[config.mk]
export PLATFORM = sky130hd
export DESIGN_NAME = alu_arbiter
export DESIGN_NICKNAME = d
export VERILOG_FILES = /design/src/rtl/alu_arbiter.sv
export SDC_FILE = /design/constraint.sdc
export NUM_CORES = 1
export LEC_CHECK = 0
export ABC_AREA = 1
export BUFFER_PORTS_ARGS = -buffer_cell sky130_fd_sc_hd__buf_2
export CAP_MARGIN = 40
export CORE_AREA = 3 3 196 198
export DETAILED_ROUTE_END_ITERATION = 8
export DIE_AREA = 0 0 199 201
export GPL_ROUTABILITY_DRIVEN = 0
export GPL_TIMING_DRIVEN = 0
export PLACE_DENSITY = 0.53
export REMOVE_ABC_BUFFERS = 1
export SLEW_MARGIN = 20
export SYNTH_ARGS = -nofsm -noshare
export SYNTH_HDL_FRONTEND = slang
export SYNTH_SLANG_ARGS = --single-unit
[constraint.sdc]
create_clock -name clk -period 5 [get_ports clk]
set_input_delay 0.5 -clock clk [delete_from_list [all_inputs] [get_ports clk]]
set_output_delay 0.5 -clock clk [all_outputs]
set_load 0.005 [all_outputs]
[src/rtl/alu_arbiter.sv]
// Round-robin arbiter that lets NUM_REQ thread requesters share one combinational ALU
// through a two-stage issue/result pipeline, with at most one operation in flight per requester.
module alu_arbiter #(
  parameter int NUM_REQ = 4,
  parameter int IDW     = $clog2(NUM_REQ)
) (
  input  logic                      clk,
  input  logic                      rst,
  input  logic [NUM_REQ-1:0]        req_valid,
  output logic [NUM_REQ-1:0]        req_ready,
  input  logic [NUM_REQ-1:0][31:0]  req_a,
  input  logic [NUM_REQ-1:0][31:0]  req_b,
  input  logic [NUM_REQ-1:0][15:0]  req_imm,
  input  logic [NUM_REQ-1:0][2:0]   req_op,
  input  logic [NUM_REQ-1:0]        req_itype,
  output logic [31:0]               alu_a,
  output logic [31:0]               alu_b,
  output logic [15:0]               alu_imm,
  output logic [2:0]                alu_op,
  output logic                      alu_itype,
  input  logic [31:0]               alu_out,
  input  logic                      alu_eq,
  input  logic                      alu_lt,
  input  logic                      alu_ovf,
  output logic                      rsp_valid,
  input  logic                      rsp_ready,
  output logic [IDW-1:0]            rsp_id,
  output logic [31:0]               rsp_data,
  output logic                      rsp_eq,
  output logic                      rsp_lt,
  output logic                      rsp_ovf
);

  localparam logic [IDW-1:0] LAST_RST = IDW'(NUM_REQ - 1);
  localparam logic [IDW:0]   NREQ     = (IDW + 1)'(NUM_REQ);

  logic                vld_p1;
  logic                vld_p2;
  logic [IDW-1:0]      id_p1;
  logic [NUM_REQ-1:0]  in_flight;
  logic [NUM_REQ-1:0]  rsp_clr;
  logic [NUM_REQ-1:0]  eligible;
  logic [IDW-1:0]      last_grant;
  logic [IDW-1:0]      win;
  logic [IDW-1:0]      cand;
  logic [IDW:0]        sum;
  logic                found;
  logic                rsp_fire;
  logic                adv_p1;
  logic                open_p1;
  logic                xfer;

  assign rsp_valid = vld_p2;
  assign rsp_fire  = vld_p2 & rsp_ready;
  assign adv_p1    = vld_p1 & (~vld_p2 | rsp_fire);
  assign open_p1   = ~vld_p1 | adv_p1;
  assign rsp_clr   = rsp_fire ? (NUM_REQ'(1) << rsp_id) : '0;

  // A requester whose response is being taken this cycle may already issue its next op.
  assign eligible  = req_valid & ~(in_flight & ~rsp_clr);

  always_comb begin
    found = 1'b0;
    win   = '0;
    sum   = '0;
    cand  = '0;
    for (int k = 1; k <= NUM_REQ; k++) begin
      sum = {1'b0, last_grant} + (IDW + 1)'(k);
      if (sum >= NREQ) sum = sum - NREQ;
      cand = sum[IDW-1:0];
      if (!found && eligible[cand]) begin
        found = 1'b1;
        win   = cand;
      end
    end
  end

  assign req_ready = (found && open_p1 && !rst) ? (NUM_REQ'(1) << win) : '0;
  assign xfer      = |req_ready;

  // Arbitration state
  always_ff @(posedge clk or posedge rst) begin
    if (rst) begin
      in_flight  <= '0;
      last_grant <= LAST_RST;
    end else begin
      in_flight <= (in_flight & ~rsp_clr) | req_ready;
      if (xfer) last_grant <= win;
    end
  end

  // S1: issue register feeding the shared ALU
  always_ff @(posedge clk or posedge rst) begin
    if (rst) begin
      vld_p1    <= 1'b0;
      id_p1     <= '0;
      alu_a     <= '0;
      alu_b     <= '0;
      alu_imm   <= '0;
      alu_op    <= '0;
      alu_itype <= 1'b0;
    end else if (xfer) begin
      vld_p1    <= 1'b1;
      id_p1     <= win;
      alu_a     <= req_a[win];
      alu_b     <= req_b[win];
      alu_imm   <= req_imm[win];
      alu_op    <= req_op[win];
      alu_itype <= req_itype[win];
    end else if (adv_p1) begin
      vld_p1 <= 1'b0;
    end
  end

  // S2: result register holding the response until it is accepted
  always_ff @(posedge clk or posedge rst) begin
    if (rst) begin
      vld_p2   <= 1'b0;
      rsp_id   <= '0;
      rsp_data <= '0;
      rsp_eq   <= 1'b0;
      rsp_lt   <= 1'b0;
      rsp_ovf  <= 1'b0;
    end else if (adv_p1) begin
      vld_p2   <= 1'b1;
      rsp_id   <= id_p1;
      rsp_data <= alu_out;
      rsp_eq   <= alu_eq;
      rsp_lt   <= alu_lt;
      rsp_ovf  <= alu_ovf;
    end else if (rsp_fire) begin
      vld_p2 <= 1'b0;
    end
  end

endmodule

# Word-level counts from Yosys, hierarchy flattened
# Index checks and enable logic that the tools add are counted.
dict set report word_totals {
  input_bits 378
  regBits 131
  elab_cells 93
}
dict set report op_classes {
  n_shift 2
  n_addsub 8
  n_mux 36
  bitwise_logic 11
  order_cmp 9
  n_reduce_logical 12
}
# operator count
set ops {}
lappend ops {{$bmux W32 S2} 2}
lappend ops {{$mux W32} 2}
lappend ops {{$bmux W16 S2} 1}
lappend ops {{$mux W16} 1}
lappend ops {{$mux W2} 8}
lappend ops {{$lt A2 B3 Y1 const B} 5}
lappend ops {{$mux W1} 13}
lappend ops {{$ge A3 B3 Y1 const B} 4}
lappend ops {{$bmux W1 S2} 5}
lappend ops {{$and A4 B4 Y4} 2}
lappend ops {{$mux W4} 2}
lappend ops {{$not A4 Y4} 2}
lappend ops {{$shl A1 B2 Y4 const A} 2}
lappend ops {{$sub A2 B1 Y2 const B} 4}
lappend ops {{$add A2 B2 Y3 const B} 2}
lappend ops {{$bmux W3 S2} 1}
lappend ops {{$logic_and A1 B1 Y1} 5}
lappend ops {{$logic_not A1 Y1} 4}
lappend ops {{$or A4 B4 Y4} 1}
lappend ops {{$reduce_bool A2 Y1} 2}
lappend ops {{$reduce_or A4 Y1} 1}
lappend ops {{$add A2 B1 Y3 const B} 1}
lappend ops {{$add A2 B3 Y3 const B} 1}
lappend ops {{$mux W3} 1}
lappend ops {{other kinds (3)} 6}

# Longest topological paths before layout
dict set report depth {
  word_depth 23
  ltp_mapped 20
}

# Worst setup path after synthesis
# No wires, ideal clock.
dict set report synth_timing {
  path_kind {input to output}
  from {input rst}
  to {output req_ready[1]}
  required_time_ps 4500
  stages 6
  n_path_buf 1
  t_arrival_ps 4348
  path_slack_ps 152
  cell_sequence {inv_1 o31ai_2 nor2_2 buf_2 nand2_1 nor2_1}
}
dict set report synth_via {
  elab_chain_len 3
}
# element line
set synth_lines {}
lappend synth_lines {{start: declaration} 8} ;# input logic rst,
lappend synth_lines {{$logic_not A1 Y1 (no line)} n/a}
lappend synth_lines {{$logic_and A1 B1 Y1} 78} ;# assign req_ready = (found && open_p1 && !rst) ? (NUM_REQ'(1) << win) : '0;
lappend synth_lines {{$mux W4} 78}
lappend synth_lines {{end: declaration} 10} ;# output logic [NUM_REQ-1:0] req_ready,
# No other way between the ends.

# Final worst setup path
dict set report layout_timing {
  from {register rsp_id[1]}
  to {output req_ready[0]}
}
dict set report layout_via {
  elab_chain_len 21
}
# element line
set layout_lines {}
lappend layout_lines {{start: declaration} 27} ;# output logic [IDW-1:0] rsp_id,
lappend layout_lines {{start signal: assignment} 126} ;# rsp_id <= id_p1;
lappend layout_lines {{$shl A1 B2 Y4 (*)} 57} ;# assign rsp_clr = rsp_fire ? (NUM_REQ'(1) << rsp_id) : '0;
lappend layout_lines {{$mux W4 (*)} 57}
lappend layout_lines {{$not A4 Y4 (*)} 60} ;# assign eligible = req_valid & ~(in_flight & ~rsp_clr);
lappend layout_lines {{$and A4 B4 Y4 (*)} 60}
lappend layout_lines {{$not A4 Y4 (*)} 60}
lappend layout_lines {{$and A4 B4 Y4 (*)} 60}
lappend layout_lines {{$bmux W1 S2} 71} ;# if (!found && eligible[cand]) begin
lappend layout_lines {{$mux W1 (implied by the code)} 71}
lappend layout_lines {{[... 4 more ...]} n/a}
lappend layout_lines {{$logic_not A1 Y1} 71}
lappend layout_lines {{$logic_and A1 B1 Y1} 71}
lappend layout_lines {{$mux W1} 71}
lappend layout_lines {{$logic_not A1 Y1} 71}
lappend layout_lines {{$logic_and A1 B1 Y1} 71}
lappend layout_lines {{$mux W1} 71}
lappend layout_lines {{$logic_and A1 B1 Y1 (2 in series)} 78}
lappend layout_lines {{$mux W4 (*)} 78}
# Mark *: on every way between the ends. The rest lies on a longest branch, timed or not. The select of a mux whose other input is x is not followed.

==> impl_metrics.csv <==
group,metric,value,unit
place,dp_cells,2254,
synthesis,syn_area,8641,µm²
setup_path,worstPathRequired,4.50,ns
pwr,power.density,875.2,nW/µm²
synthesis,yosys_register_bits,131,
layout,syn_to_final_growth,40.76,%
sta,setup_violations,0,
run,maxCapViolCount,0,
cts,cts_resized,0,
cts,cts_sinks,131,
pwr,leakagePower,7.370,nW
synthesis,syn_inst,1366,
setup_path,worstSetupPathType,"reg -> out",
layout,fin_util,0.3314,
sta,grt_setup_unrepaired,"no",
place,dp_hpwl,25.17,mm
global_route,antenna_found_initial,3,
setup_path,arrival,3.42,ns
routing,viasPerCell,4.388,
cts,clkSlewWorstSetupHoldPaths,0.06,ns
synthesis,ys.flop_type,"dfrtp_1",
cts,clockBufferDepth,2,
layout,drive_gt1_frac,0.3311,
setup_path,worst_setup_path_end_kind,"output port",
synthesis,synth.area.top_cells,"nand2_1 38%, dfrtp_1 37%, nand3_1 11%, mux2_2 4.6%, buf_2 2.0%",
min_path,hold_path.class,"in -> async",
synthesis,synth_compound_area_frac,0.009991,
floorplan,ioPinCount,504,
global_route,grt_max_degree,110,
cts,clk_latency,0.43,ns
synthesis,synth_mux_area_frac,0.04561,
global_route,grt-ovfl-total,0,
floorplan,core_area,36700,µm²
layout,fin_cells,2288,
synthesis,ys_top_cells_by_count,"875 x nand2_1, 183 x nand3_1, 129 x dfrtp_1",
setup_path,startpoint_type,"flip-flop",
synthesis,yosysSeqAreaShare,0.3797,
cts,numCtsBuffers,17,
cts,post-cts-setup-buffer-count,0,
floorplan,start_util,0.2355,
floorplan,die_area,40000,µm²
cts,hold_buffers,0,
global_route,grt_util_all_layers,0.1573,
synthesis,synth.most_common_cell,"nand2_1",
routing,ant_nets,0,
routing,drc,0,
synthesis,synth_area_leader_cell,"nand2_1",
place,port_buffers,503,
synthesis,synth_area_per_cell,6.326,µm²
floorplan,die_h,201,µm
synthesis,synth-xor-area-share,0.001882,
routing,vias,10040,
layout,stdcell_area,12160,µm²
global_route,grt_pass1_wl,50.38,mm
pwr,ir_worst_vdd,0.0007898,V
synthesis,yosysUniqueCellTypes,22,
cts,htree_num_levels,4,
sta,hold_viol_final,0,
synthesis,synth_top_family_by_area,"simple AND/OR/NAND/NOR gates",
sta,slew_headroom,0.5134,
cts,cts-root-buf,"clkbuf_16",
synthesis,synthArstFlopShare,1.000,
floorplan,rows,70,
place,placed_area,11580,µm²
routing,drt-total-wl,32.53,mm
sta,finClkSkew,0.008761,ns
routing,dr.pass1.iters,4,
pwr,total_power,10.64,mW
setup_path,worst-path-max-fanout,68,
synthesis,synth-simple-area-share,0.4987,
synthesis,synthAdderAreaFrac,0,
layout,finalNetCount,2183,
synthesis,synth_top_area_frac,0.3801,
sta,clock.fmax,0.2549,GHz
floorplan,die_w,199,µm
run_status,status,"complete, no violations",
synthesis,synth_warnings,0,
sta,hold_slack,0.09150,ns
sta,tightest_slew,0.7282,ns
routing,first_iter_violations,448,
routing,wire_per_inst,14.22,µm
sta,slew_violations,0,
cts,cts_tree,"done",
sta,fin_crit_sh,0.7847,
global_route,grt_pass1_vias,9594,
sta,fin_crit,3.923,ns
synthesis,synth_edf_count,0,
## cells in the final DEF (no fill, tap or decap), types with 3 or more instances in the layout
| master | instances |
|---|---|
| buf_16 | 10 |
| buf_2 | 503 |
| clkbuf_16 | 17 |
| clkinv_4 | 3 |
| dfrtp_1 | 129 |
| inv_1 | 6 |
| inv_2 | 4 |
| inv_6 | 5 |
| inv_8 | 3 |
| mux2_2 | 35 |
| nand2_1 | 874 |
| nand2_8 | 3 |
| nand3_1 | 183 |
| nor2_1 | 10 |
| o21ai_0 | 5 |
| o21ai_1 | 8 |
## power breakdown
group / total [mW] / leakage (nW) / switching (mW) / internal (mW)
logic: 7.56 / 5.48 / 4.97 / 2.60
registers: 1.86 / 1.61 / 0.254 / 1.61
clock network: 1.22 / 0.279 / 0.524 / 0.698
## per-layer routing
metal,part of all wire,routed length [µm],vias to the layer above,global-route usage
met5,0,0,-,0
met4,0.032,1026,0,0.06074
met2,0.49,15910,341,0.2721
met1,0.42,13560,4509,0.1903
met3,0.062,2032,46,0.03340
li1,-,-,5144,-
## cell type report
cell class                 count  area [µm²]
fill                        4071       24530
clock buffer                  17       425.4
clock inverter                15       147.6
inverter                      13       61.31
multi-input combinational   1128        4845
tap                          468       585.6
antenna                        2       5.005
sequential                   131        3281
timing repair buffer         514        2813
## per-stage QoR
step / setup TNS (ns) / setup slack, ns
after detailed placement: 0 / 1.278
after global routing: 0 / 0.6355
after floorplan: -167.71 / -2.217
after CTS: 0 / 1.004
after global placement: -704.36 / -6.796
final: 0 / 1.077
## path summary, 6_finish.rpt
kind	start	slack, ns	endpoint	cells after the start
max in group asynchronous	rst	4.19	last_grant[1]	3
min in group clk	alu_out[29]	0.30	rsp_data[29]	2
setup / recovery	rsp_id[1]	1.08	req_ready[0]	16
hold / removal	rst	0.09	rsp_data[14]	2
hold reg to reg	alu_a[11]	0.47	alu_a[11]	2
setup reg to reg	rsp_id[1]	1.67	alu_a[14]	17
## sequential cells by signal, indices dropped and copies added, names as in the netlist
name	flops
alu_b	32
alu_imm	16
alu_op	3
rsp_lt	1
alu_a	32
id_p1	2
alu_itype	1
in_flight	4
last_grant	2
rsp_eq	1
vld_p1	1
rsp_id	2
rsp_ovf	1
rsp_data	32
rsp_valid	1
## cells by family after synthesis
kind of cell | Yosys count
and+or+nand+nor | 1077
DFF | 131
buffers and inverters | 107
muxes | 35
AOI/OAI and AO/OA | 15
xor gates and xnor gates | 1
## worst max-delay path, stage by stage, from the launching register on
cell,delay [ns]
dfrtp_1,0.44
nand2_1,0.08
o21ai_1,0.24
nand3_1,0.17
nand2_1,0.12
nand2_1,0.08
nand2_1,0.14
nor2_2,0.06
nand2_1,0.06
nand2_1,0.05
nor2_1,0.16
nand2_4,0.32
inv_4,0.35
buf_16,0.30
nand2_1,0.13
nor2_1,0.14
buf_2,0.13
(Power assumes the default switching activity.)
